--- config.mk ---
export PLATFORM = sky130hd
export DESIGN_NAME = serial_add_ctrl_flat
export DESIGN_NICKNAME = d
export VERILOG_FILES = /design/src/rtl/serial_add_ctrl_if.sv /design/src/rtl/serial_add_ctrl.sv /design/src/flat_wrapper.sv
export SDC_FILE = /design/constraint.sdc
export NUM_CORES = 1
export LEC_CHECK = 0
export ABC_CLOCK_PERIOD_IN_PS = 2110
export CELL_PAD_IN_SITES_DETAIL_PLACEMENT = 1
export CELL_PAD_IN_SITES_GLOBAL_PLACEMENT = 1
export CORE_MARGIN = 2
export CORE_UTILIZATION = 41
export CTS_CLUSTER_DIAMETER = 60
export DETAILED_ROUTE_END_ITERATION = 10
export GPL_ROUTABILITY_DRIVEN = 0
export GPL_TIMING_DRIVEN = 0
export PLACE_DENSITY_LB_ADDON = 0.1
export RECOVER_POWER = 25
export SYNTH_ARGS = -nofsm -noshare
export SYNTH_HDL_FRONTEND = slang
export SYNTH_SLANG_ARGS = --single-unit
--- constraint.sdc ---
create_clock -name clk -period 2.11 [get_ports clk]
set_input_delay 0.5275 -clock clk [delete_from_list [all_inputs] [get_ports clk]]
set_output_delay 0.5275 -clock clk [all_outputs]
set_load 0.005 [all_outputs]
--- src/rtl/serial_add_ctrl_if.sv ---
// Handshake and data bundle for the bit-serial adder controller.
// The master side issues requests; the slave side is the adder.
interface serial_add_ctrl_if #(parameter int WIDTH = 8);
   logic             start;
   logic             abort;
   logic [WIDTH-1:0] a;
   logic [WIDTH-1:0] b;
   logic             ready;
   logic             busy;
   logic             done;
   logic [WIDTH-1:0] sum;
   logic             carry_out;

   modport master (
      output start, abort, a, b,
      input  ready, busy, done, sum, carry_out
   );

   modport slave (
      input  start, abort, a, b,
      output ready, busy, done, sum, carry_out
   );
endinterface

--- src/rtl/serial_add_ctrl.sv ---
// Bit-serial adder: one full adder, LSB first, one bit per clock.
//   state | meaning
//   IDLE  | waiting for start; ready=1
//   RUN   | shifting one operand bit pair per edge; busy=1
//   DONE  | one-cycle result strobe; done=1
module serial_add_ctrl #(
   parameter int WIDTH = 8
) (
   input logic               clk,
   input logic               rst_n,
   serial_add_ctrl_if.slave  bus
);
   localparam int CW = $clog2(WIDTH) + 1;
   localparam logic [CW-1:0] LAST = CW'(WIDTH - 1);

   typedef enum logic [1:0] {
      IDLE = 2'd0,
      RUN  = 2'd1,
      DONE = 2'd2
   } state_t;

   state_t           state;
   state_t           state_nxt;
   logic [WIDTH-1:0] a_sh;
   logic [WIDTH-1:0] b_sh;
   logic [WIDTH-1:0] psum;
   logic [WIDTH-1:0] sum_q;
   logic [CW-1:0]    cnt;
   logic             carry;
   logic             cout_q;

   logic ha0_s, ha0_c, ha1_s, ha1_c, fa_s, fa_c;
   logic accept, step, finish;

   // Full adder from two half adders and an OR
   assign ha0_s = a_sh[0] ^ b_sh[0];
   assign ha0_c = a_sh[0] & b_sh[0];
   assign ha1_s = ha0_s ^ carry;
   assign ha1_c = ha0_s & carry;
   assign fa_s  = ha1_s;
   assign fa_c  = ha0_c | ha1_c;

   always_comb begin
      state_nxt = state;
      accept    = 1'b0;
      step      = 1'b0;
      finish    = 1'b0;
      unique case (state)
         IDLE: begin
            if (bus.start) begin
               accept    = 1'b1;
               state_nxt = RUN;
            end
         end
         RUN: begin
            // abort wins even on the final bit, so no result is committed
            if (bus.abort) begin
               state_nxt = IDLE;
            end else begin
               step = 1'b1;
               if (cnt == LAST) begin
                  finish    = 1'b1;
                  state_nxt = DONE;
               end
            end
         end
         DONE:    state_nxt = IDLE;
         default: state_nxt = IDLE;
      endcase
   end

   always_ff @(posedge clk or negedge rst_n) begin
      if (!rst_n) begin
         state  <= IDLE;
         a_sh   <= '0;
         b_sh   <= '0;
         psum   <= '0;
         sum_q  <= '0;
         cnt    <= '0;
         carry  <= 1'b0;
         cout_q <= 1'b0;
      end else begin
         state <= state_nxt;
         if (accept) begin
            a_sh  <= bus.a;
            b_sh  <= bus.b;
            psum  <= '0;
            cnt   <= '0;
            carry <= 1'b0;
         end else if (step) begin
            a_sh  <= a_sh >> 1;
            b_sh  <= b_sh >> 1;
            psum  <= {fa_s, psum[WIDTH-1:1]};
            carry <= fa_c;
            cnt   <= cnt + CW'(1);
            if (finish) begin
               sum_q  <= {fa_s, psum[WIDTH-1:1]};
               cout_q <= fa_c;
            end
         end
      end
   end

   assign bus.ready     = (state == IDLE);
   assign bus.busy      = (state == RUN);
   assign bus.done      = (state == DONE);
   assign bus.sum       = sum_q;
   assign bus.carry_out = cout_q;
endmodule
--- src/flat_wrapper.sv ---
// flat-port wrapper written by rule: the top's interface ports become plain ports
module serial_add_ctrl_flat 
#(
   parameter int WIDTH = 8
)
  (clk, rst_n, bus_start, bus_abort, bus_a, bus_b, bus_ready, bus_busy, bus_done, bus_sum, bus_carry_out);
  serial_add_ctrl_if #(.WIDTH(WIDTH)) bus_i ();
  input logic clk;
  input logic rst_n;
  input wire logic [$bits(bus_i.start)-1:0] bus_start;
  input wire logic [$bits(bus_i.abort)-1:0] bus_abort;
  input wire logic [$bits(bus_i.a)-1:0] bus_a;
  input wire logic [$bits(bus_i.b)-1:0] bus_b;
  output wire logic [$bits(bus_i.ready)-1:0] bus_ready;
  output wire logic [$bits(bus_i.busy)-1:0] bus_busy;
  output wire logic [$bits(bus_i.done)-1:0] bus_done;
  output wire logic [$bits(bus_i.sum)-1:0] bus_sum;
  output wire logic [$bits(bus_i.carry_out)-1:0] bus_carry_out;
  assign bus_i.start = bus_start;
  assign bus_i.abort = bus_abort;
  assign bus_i.a = bus_a;
  assign bus_i.b = bus_b;
  assign bus_ready = bus_i.ready;
  assign bus_busy = bus_i.busy;
  assign bus_done = bus_i.done;
  assign bus_sum = bus_i.sum;
  assign bus_carry_out = bus_i.carry_out;
  serial_add_ctrl #(.WIDTH(WIDTH)) u_core (.clk(clk), .rst_n(rst_n), .bus(bus_i));
endmodule
==> flow_summary.toml <==
[clocking]
ctsHoldBuffers = 0
postCtsSetupBuffers = 0
clk_latency_ps = 280
tritoncts = "done"
clock-root-buffer = "clkbuf_8"
clk_pin_slew_ps = 70
cts.sinks = 39
cts_made_buffers = 5
clk_path_buf_depth = 2
post_cts_resized = 0
h-tree-depth = 2

[timing]
min_period_ps = 1980
setup_viol = 0
worst_pin_slew_ps = 944
worst_slack_ps = 135
period_share_pct = 93.6
report.final.slew_viol_count = 0
worst_clock_skew_ps = 3.56
rsz0062_at_grt = "false"
finalHoldViolCount = 0
max_slew_margin_pct = 37.1
tns_ps = 0
maxClockFrequency_mhz = 506

[global_routing]
grt_antenna_before_repair = 0
grt_pass1_vias = 1090
grt_max_degree = 40
grt_overflow_total = 0
grt_usage_pct = 16.5
grt_pass1_wl_mm = 5.31

[power]
irDropWorstVdd_mv = 0.393
total_power_mw = 1.80
pwr_density_cell_nw_per_um2 = 865
power.leakage_nw = 1.03

[critical_path]
cp.arrival_ps = 2200
critPathLaunch = "bus_abort"
cpPeakStageDelay_ps = 530
cp_max_fo = 10
critical_path.cell_chain = "clkdlybuf4s50_1, nor3b_4, buf_4, nor2_1, buf_2, a22o_1"
timing.rr.start = "u_core.state[0]$_DFFE_PN0P_"
timing.critical_path.max_delay_family = "buffers and inverters"
crit_slowest_cell = "clkdlybuf4s50_1"
end_kind = "flop"
path_class = "primary input to flop"
cp-start-kind = "primary input"
crit_buf_inv = 3
cp_data_required_time_ps = 2330

[placement]
dpl_worst_slack_ps = -255
place_area_um2 = 1970
portBuffers = 31
hpwl_mm = 2.25

[die]
initial_core_util_pct = 43.1
coreArea_um2 = 3720
die_area_um2 = 4420
die_w_um = 66.5
die_h_um = 66.5
rows = 22
ios = 32

[detailed_routing]
first_pass_iters = 4
detail_route.wl_per_cell_um = 15.5
ant_nets = 0
num_vias = 1058
drt_first_iter_violations = 22
drt_wl_total_mm = 3.14
drt_drc_violations_left = 0
viasPerCell = 5.21

[layout]
area_growth_pct = 30.1
n_antenna_cell = 0
layout_common_cells = "dfrtp_1, clkdlybuf4s50_1, a22o_1"
nets = 176
drive_gt1_share_pct = 18.1
mostFrequentLayoutCell = "dfrtp_1"
fillCellCount = 394
final_cell_area_um2 = 2080
final_util_pct = 56.0

[yosys]
synth_area_per_cell_um2 = 14.2
yosysSeqAreaShare_pct = 61.0
syn_inst = 113
synth_fp_nets = 135
ys_warn_count = 0
yosys_register_bits = 39
synth_cell_types = 21
netlist_area_um2 = 1600

[run]
max_cap_violations = 0

[status]
status = "completed"

[hold_path]
hold_class = "primary input to async pin"
## cell families after synthesis
| group | after synthesis | synth area share, % |
|---|---|---|
| multiplexers | 11 | 7.66 |
| flip-flops | 39 | 61.0 |
| AO/OA/AOI/OAI | 40 | 20.6 |
| XOR/XNOR | 1 | 0.547 |
| adder cells (fa/ha/maj) | 2 | 2.03 |
| buffers and inverters | 7 | 2.27 |
| AND/OR/NAND/NOR | 13 | 5.94 |
## synthesized netlist by cell type
library cell / number / area share, %
dfrtp_1: 39 / 61
a22o_1: 25 / 14
a21o_1: 14 / 6.6
mux2_2: 10 / 7.0
buf_2: 5 / 1.6
nor2_1: 3 / 0.70
nand2b_1: 2 / 0.78
nor2b_1: 2 / 0.78
buf_4: 1 / 0.47
clkbuf_1: 1 / 0.23
fa_1: 1 / 1.3
ha_1: 1 / 0.78
mux2i_1: 1 / 0.63
nand2_1: 1 / 0.23
nand4_1: 1 / 0.39
nor3b_1: 1 / 0.47
nor3b_2: 1 / 0.78
nor3b_4: 1 / 1.2
nor4bb_1: 1 / 0.63
o21ai_0: 1 / 0.31
xnor2_1: 1 / 0.55
## cell type report
| type | instances | area [µm²] | share of cell area [%] |
|---|---|---|---|
| buffer | 7 | 36.3 | 1.74 |
| clock buffer | 7 | 76.3 | 3.67 |
| sequential | 39 | 976 | 46.9 |
| clock inverter | 1 | 5.00 | 0.240 |
| timing repair buffer | 34 | 340 | 16.3 |
| tap | 48 | 60.1 | 2.88 |
| multi-input combinational | 67 | 588 | 28.2 |
## flip-flops by register name (all words and copies together) (netlist names)
register,cells
u_core.a_sh,8
u_core.b_sh,8
u_core.bus.carry_out,1
u_core.bus.sum,8
u_core.carry,1
u_core.cnt,4
u_core.psum,7
u_core.state,2
## through the flow
step	std cells	hold slack (ps)
2_1_floorplan	113	232
3_3_place_gp	192	458
3_5_place_dp	192	470
4_1_cts	200	371
5_1_grt	203	450
6_report	203	379
## metal layers
layer | track usage [%] | wire length [µm] | share of wire, % | vias up
li1 | - | - | - | 504
met1 | 21.8 | 1450 | 46 | 528
met2 | 25.5 | 1530 | 49 | 24
met3 | 5.07 | 148 | 4.7 | 2
met4 | 6.12 | 14 | 0.45 | 0
met5 | 0 | 0 | 0 | -
## report_power, final
part           internal, mW  leakage (nW)  switching, mW
logic                 0.211         0.478          0.150
registers             0.876         0.513         0.0908
clock network         0.232        0.0422          0.242
total                  1.32          1.03          0.482
## worst paths after layout
check | slack [ps] | to | cells past startpoint
min in group clk | 480 | u_core.b_sh[6]$_DFFE_PN0P_ | 1
hold / removal | 380 | u_core.state[0]$_DFFE_PN0P_ | 1
max in group asynchronous | 1150 | u_core.bus.sum[1]$_DFFE_PN0P_ | 1
setup reg to reg | 360 | u_core.psum[3]$_DFFE_PN0P_ | 5
hold reg to reg | 480 | u_core.b_sh[6]$_DFFE_PN0P_ | 1
setup / recovery | 130 | u_core.psum[3]$_DFFE_PN0P_ | 6
(Power assumes the default switching activity.)
